$ cat src/rtl/wb_regfile.sv
// wb_regfile: writeback-stage register file for the RV32I core.
// Commits the MEM/WB result into x1..x31 and serves two combinational
// source-operand reads with same-cycle write-to-read bypass. Also counts
// retired instructions (every non-bubble MEM/WB mnemonic) in a 64-bit counter.
module wb_regfile #(
  parameter logic [5:0] NOP_MNEMONIC = 6'd0
) (
  input  logic        clk,
  input  logic        rst,
  input  logic [5:0]  i_mnemonic,
  input  logic [4:0]  i_rd_addr,
  input  logic [31:0] i_ALUout,
  input  logic        i_rd_wr,
  input  logic [4:0]  i_rs1_addr,
  input  logic [4:0]  i_rs2_addr,
  output logic [31:0] o_rs1_data,
  output logic [31:0] o_rs2_data,
  output logic [63:0] o_instret
);

  localparam int XLEN  = 32;
  localparam int NREGS = 32;
  localparam int AW    = 5;
  localparam int NPORT = 2;

  // Flattened view of the architectural registers; slot 0 is hard-wired to 0
  // so x0 needs no storage and reads naturally return zero.
  logic [NREGS*XLEN-1:0] rf_flat;
  assign rf_flat[XLEN-1:0] = '0;

  // One-hot write select. Address 0 never decodes, so x0 writes vanish here.
  logic [NREGS-1:0] wr_sel;

  // Decode the MEM/WB destination into a per-register write strobe.
  always_comb begin
    wr_sel = '0;
    if (i_rd_wr && (i_rd_addr != '0)) begin
      wr_sel[i_rd_addr] = 1'b1;
    end
  end

  // ---------------------------------------------------------------------
  // Storage: one 32-bit register per architectural x1..x31. The reset is
  // asynchronous and must clear every entry at once, so the array is built
  // from individual flops rather than a RAM macro.
  // ---------------------------------------------------------------------
  genvar gi;
  generate
    for (gi = 1; gi < NREGS; gi++) begin : g_reg
      logic [XLEN-1:0] x_q;
      logic [XLEN-1:0] x_d;

      // Hold the value unless this entry is the decoded write target.
      always_comb begin
        x_d = x_q;
        if (wr_sel[gi]) begin
          x_d = i_ALUout;
        end
      end

      // Register update; reset clears the entry without waiting for clk.
      always_ff @(posedge clk or posedge rst) begin
        if (rst) begin
          x_q <= '0;
        end else begin
          x_q <= x_d;
        end
      end

      assign rf_flat[gi*XLEN +: XLEN] = x_q;
    end
  endgenerate

  // ---------------------------------------------------------------------
  // Read ports: both ports share the same resolution rules and are fully
  // independent, so they are generated from one template.
  // ---------------------------------------------------------------------
  logic [NPORT*AW-1:0]   rs_addr_flat;
  logic [NPORT*XLEN-1:0] rs_data_flat;

  assign rs_addr_flat = {i_rs2_addr, i_rs1_addr};

  generate
    for (gi = 0; gi < NPORT; gi++) begin : g_rd
      logic [AW-1:0]   addr;
      logic [XLEN-1:0] data;
      logic [AW+4:0]   base;

      assign addr = rs_addr_flat[gi*AW +: AW];
      // Bit offset of the addressed entry within rf_flat (addr * 32).
      assign base = {addr, 5'd0};

      // x0 reads zero; a matching in-flight write wins over stored contents
      // so decode sees the value that is being committed this very cycle.
      always_comb begin
        data = rf_flat[base +: XLEN];
        if (addr == '0) begin
          data = '0;
        end else if (i_rd_wr && (i_rd_addr == addr)) begin
          data = i_ALUout;
        end
      end

      assign rs_data_flat[gi*XLEN +: XLEN] = data;
    end
  endgenerate

  assign o_rs1_data = rs_data_flat[0 +: XLEN];
  assign o_rs2_data = rs_data_flat[XLEN +: XLEN];

  // ---------------------------------------------------------------------
  // Retired-instruction counter. Anything but a bubble retires, whether or
  // not it writes a register; the 64-bit add wraps naturally.
  // ---------------------------------------------------------------------
  logic [63:0] instret_q;
  logic [63:0] instret_d;

  // Advance by one for each non-bubble MEM/WB beat.
  always_comb begin
    instret_d = instret_q;
    if (i_mnemonic != NOP_MNEMONIC) begin
      instret_d = instret_q + 64'd1;
    end
  end

  // Counter state; cleared asynchronously with the register file.
  always_ff @(posedge clk or posedge rst) begin
    if (rst) begin
      instret_q <= '0;
    end else begin
      instret_q <= instret_d;
    end
  end

  assign o_instret = instret_q;

endmodule

$ cat config.mk
export PLATFORM = sky130hd
export DESIGN_NAME = wb_regfile
export DESIGN_NICKNAME = d
export VERILOG_FILES = /design/src/rtl/wb_regfile.sv
export SDC_FILE = /design/constraint.sdc
export NUM_CORES = 2
export LEC_CHECK = 0
export CAP_MARGIN = 10
export CORE_ASPECT_RATIO = 2
export CORE_UTILIZATION = 40
export CTS_BUF_LIST = sky130_fd_sc_hd__clkbuf_2
export DETAILED_ROUTE_END_ITERATION = 7
export GPL_TIMING_DRIVEN = 1
export PLACE_DENSITY = 0.67
export SYNTH_ARGS = -nofsm -noshare
export SYNTH_HDL_FRONTEND = slang
export SYNTH_SLANG_ARGS = --single-unit
$ cat constraint.sdc
create_clock -name clk -period 31.1 [get_ports clk]
set_input_delay 3.11 -clock clk [delete_from_list [all_inputs] [get_ports clk]]
set_output_delay 3.11 -clock clk [all_outputs]
set_load 0.02 [all_outputs]
==> flow_metrics.env <==
export IMPL_leakagePower_nw=27.54
export IMPL_wl_per_instance_um=28.93
export IMPL_cts_h_tree_lvls=4
export IMPL_die_width_um=269.8
export IMPL_grt_use_met1=0.2852
export IMPL_gp_congestion=0.8508
export IMPL_synth_top_cell_area_share=0.4607
export IMPL_worstHoldPathCells=1
export IMPL_run_status="completed"
export IMPL_dp_cells=6115
export IMPL_cts_tree="yes"
export IMPL_final_layout_size_suffix_gt1_frac=0.4593
export IMPL_pin_count=184
export IMPL_setup_worst_path_end_class="output pin"
export IMPL_antenna_found_initial=9
export IMPL_drt_antenna_violating_nets=0
export IMPL_yosys_top_cells_area="sky130_fd_sc_hd__dfrtp_1 (46%), sky130_fd_sc_hd__mux2_2 (27%), sky130_fd_sc_hd__mux4_2 (7.5%), sky130_fd_sc_hd__mux2_1 (3.3%), sky130_fd_sc_hd__o22ai_1 (3.3%)"
export IMPL_placementRows=196
export IMPL_cts_root_buffer_cell="sky130_fd_sc_hd__clkbuf_2"
export IMPL_setup_worst_path_start_class="input pin"
export IMPL_synthesis_area_um2=57360
export IMPL_final_net_count=4530
export IMPL_cts_stage_hold_buffer_count=0
export IMPL_worstMarginPinSlew_ps=1247
export IMPL_synthFlopType="sky130_fd_sc_hd__dfrtp_1"
export IMPL_crit_top_cell="sky130_fd_sc_hd__buf_12"
export IMPL_async_set_or_reset_register_ratio_after_synthesis=1.000
export IMPL_layout_min_cycle_time_ps=11500
export IMPL_rsz0062_at_grt="no"
export IMPL_met3_routing_resource_usage_after_global_routing=0.05540
export IMPL_fmax_ghz=0.08697
export IMPL_r2r_cells=5
export IMPL_worst_slew_margin_rel=0.1667
export IMPL_cts_num_sinks=1056
export IMPL_synth_cells=4391
export IMPL_insertion_delay_ps=1660
export IMPL_design_power_total_mw=3.613
export IMPL_grt_remaining_overflow=0
export IMPL_seq_area_frac_synth=0.4607
export IMPL_final_instance_count_excl_fill=6548
export IMPL_area_delta_synth_final_pct=9.552
export IMPL_final_hold_worst_slack_ps=487.1
export IMPL_reg2reg_to="o_instret[51]$_DFFE_PP0P_"
export IMPL_die_area_um2=145000
export IMPL_maxCapViolCount=0
export IMPL_fin_worst_skew_ps=69.58
export IMPL_vdd_drop_max_v=0.00003757
export IMPL_start_util=0.4026
export IMPL_timing_max_transition_violations_final=0
export IMPL_cts_inserted_buffers=237
export IMPL_place_hpwl_mm=115.1
export IMPL_globalRouteTotalUtil=0.2616
export IMPL_r2r_setup_slack_ps=28640
export IMPL_worst_hold_startpoint="o_instret[63]$_DFFE_PP0P_"
export IMPL_postRouteWirelength_mm=189.4
export IMPL_synth_warning_count=0
export IMPL_grt_use_met2=0.4535
export IMPL_critical_path_slowest_cell="sky130_fd_sc_hd__buf_4"
export IMPL_finalCritPeriodShare=0.3697
export IMPL_grt_start_max_net_pins=146
export IMPL_setup_worst_path_class="input pin to output pin"
export IMPL_synth_edf_count=0
export IMPL_worstPathCellList="buf_8 > buf_12 > buf_4 > buf_12 > mux4_2 > o22ai_1 > or4_1 > a31oi_1 > clkdlybuf4s50_1"
export IMPL_drcViolationCount=0
export IMPL_mappedNetlistNets=4448
export IMPL_post_cts_resized=0
export IMPL_cts_post_setup_buffers_inserted=0
export IMPL_layout_common_cells="sky130_fd_sc_hd__mux2_2 (1378), sky130_fd_sc_hd__dfrtp_1 (1056), sky130_fd_sc_hd__clkbuf_2 (355), sky130_fd_sc_hd__o22ai_1 (304), sky130_fd_sc_hd__mux4_2 (190)"
export IMPL_drtPass1Iterations=7
export IMPL_worst_ep_required_time_ps=27990
export IMPL_wire_length_of_the_first_global_routing_pass_mm=283.0
export IMPL_die_height_um=537.5
export IMPL_count_of_unique_library_cells_instantiated_by_yosys=60
export IMPL_first_global_vias=43440
export IMPL_clkSlewWorstSetupHoldPaths_ps=100
export IMPL_power_per_cell_area_nw_per_um2=57.50
export IMPL_drt_initial_drc_count=3182
export IMPL_setup_violations_final=0
export IMPL_max_stage_delay_ps=730
export IMPL_synth_area_leader_cell="sky130_fd_sc_hd__dfrtp_1"
export IMPL_mean_cell_area_of_the_mapped_netlist_um2=13.06
export IMPL_cts_max_path_buffers=3
export IMPL_vias_per_cell=6.223
export IMPL_worstPathBufferInverterCount=5
export IMPL_min_path_type="flip-flop to flip-flop"
export IMPL_r2r_start="o_instret[24]$_DFFE_PP0P_"
export IMPL_critical_path_top_delay_family="buffers and inverters"
export IMPL_timing_critical_path_arrival_ps=8390
export IMPL_hold_viol=0
export IMPL_grt_busiest_layer="met2"
export IMPL_numPortBuffers=183
export IMPL_finish_utilization=0.4410
export IMPL_worst_hold_path_endpoint="o_instret[63]$_DFFE_PP0P_"
export IMPL_worst_path_max_fanout=145
export IMPL_synth_ff_latch_count=1056
export IMPL_count_of_vias_placed_by_the_detailed_router=40750
export IMPL_accumulated_negative_setup_slack_ps=0
export IMPL_most_frequent_standard_cell_in_the_layout_excluding_fill_and_tap_cells="sky130_fd_sc_hd__mux2_2"
export IMPL_core_area_um2=142500
## power breakdown
part / leakage [nW] / switching, mW / total [mW] / internal (mW)
Combinational: 12.3 / 0.377 / 0.868 / 0.491
Sequential: 13.5 / 0.186 / 1.82 / 1.63
Clock: 1.68 / 0.576 / 0.930 / 0.354
Total: 27.5 / 1.14 / 3.61 / 2.47
## worst max path at each step
stage,start,to,slack [ps],depth (start not counted)
final,i_rs2_addr[1],o_rs2_data[15],19600,9
after global routing,i_rs2_addr[1],o_rs2_data[9],19480,9
after CTS,i_rs2_addr[1],o_rs2_data[9],19660,9
after detailed placement,i_rs2_addr[1],o_rs2_data[9],19660,9
after global placement,i_rs2_addr[1],o_rs2_data[9],19670,9
after floorplan,rst,g_reg[10].x_q[0]$_DFFE_PP0P_,13430,1
## per-layer routing
layer | vias up | share of wire
met4 | 10 | 0.073
li1 | 16960 | -
met1 | 21090 | 0.35
met2 | 1937 | 0.50
met3 | 750 | 0.072
met5 | - | 0.00033
## synth_stat cells, drive strengths merged, types with 47 or more instances
cell	number
dfrtp	1056
mux4	198
a21oi	64
clkbuf	206
nor2	125
buf	242
nand2	61
nor3	139
xor2	47
nor4	49
a221oi	61
mux2	1547
o22ai	304
o21ai	63
## sequential cells by signal (all words and copies together), names as in the netlist
name,cells
o_instret,64
g.x_q,992
## logic make-up after synthesis
logic type,Yosys count,share of synthesized area
muxes,1762,0.3849
DFF,1056,0.4607
AOI/OAI and AO/OA,544,0.05992
and+or+nand+nor,501,0.04644
buffers and inverters,454,0.03667
xor gates and xnor gates,73,0.01115
adders and majority gates,1,0.0002181
## final cells by class
type	count	area, um2
multi-input cells	2881	29150
well taps	1881	2354
fillers	12970	79640
diodes	8	20.02
clock inverters	70	434.2
repair buffers	291	2658
flip-flops and latches	1056	26430
inverters	6	26.28
clock buffers	355	1777
## metrics by stage
stage,setup slack (ps),instance area (um2)
floorplan,13430,57360
global placement,19670,60610
CTS,19660,62820
finish,19600,62840
global route,19480,62840
detailed placement,19660,60610
(Power assumes the default switching activity.)
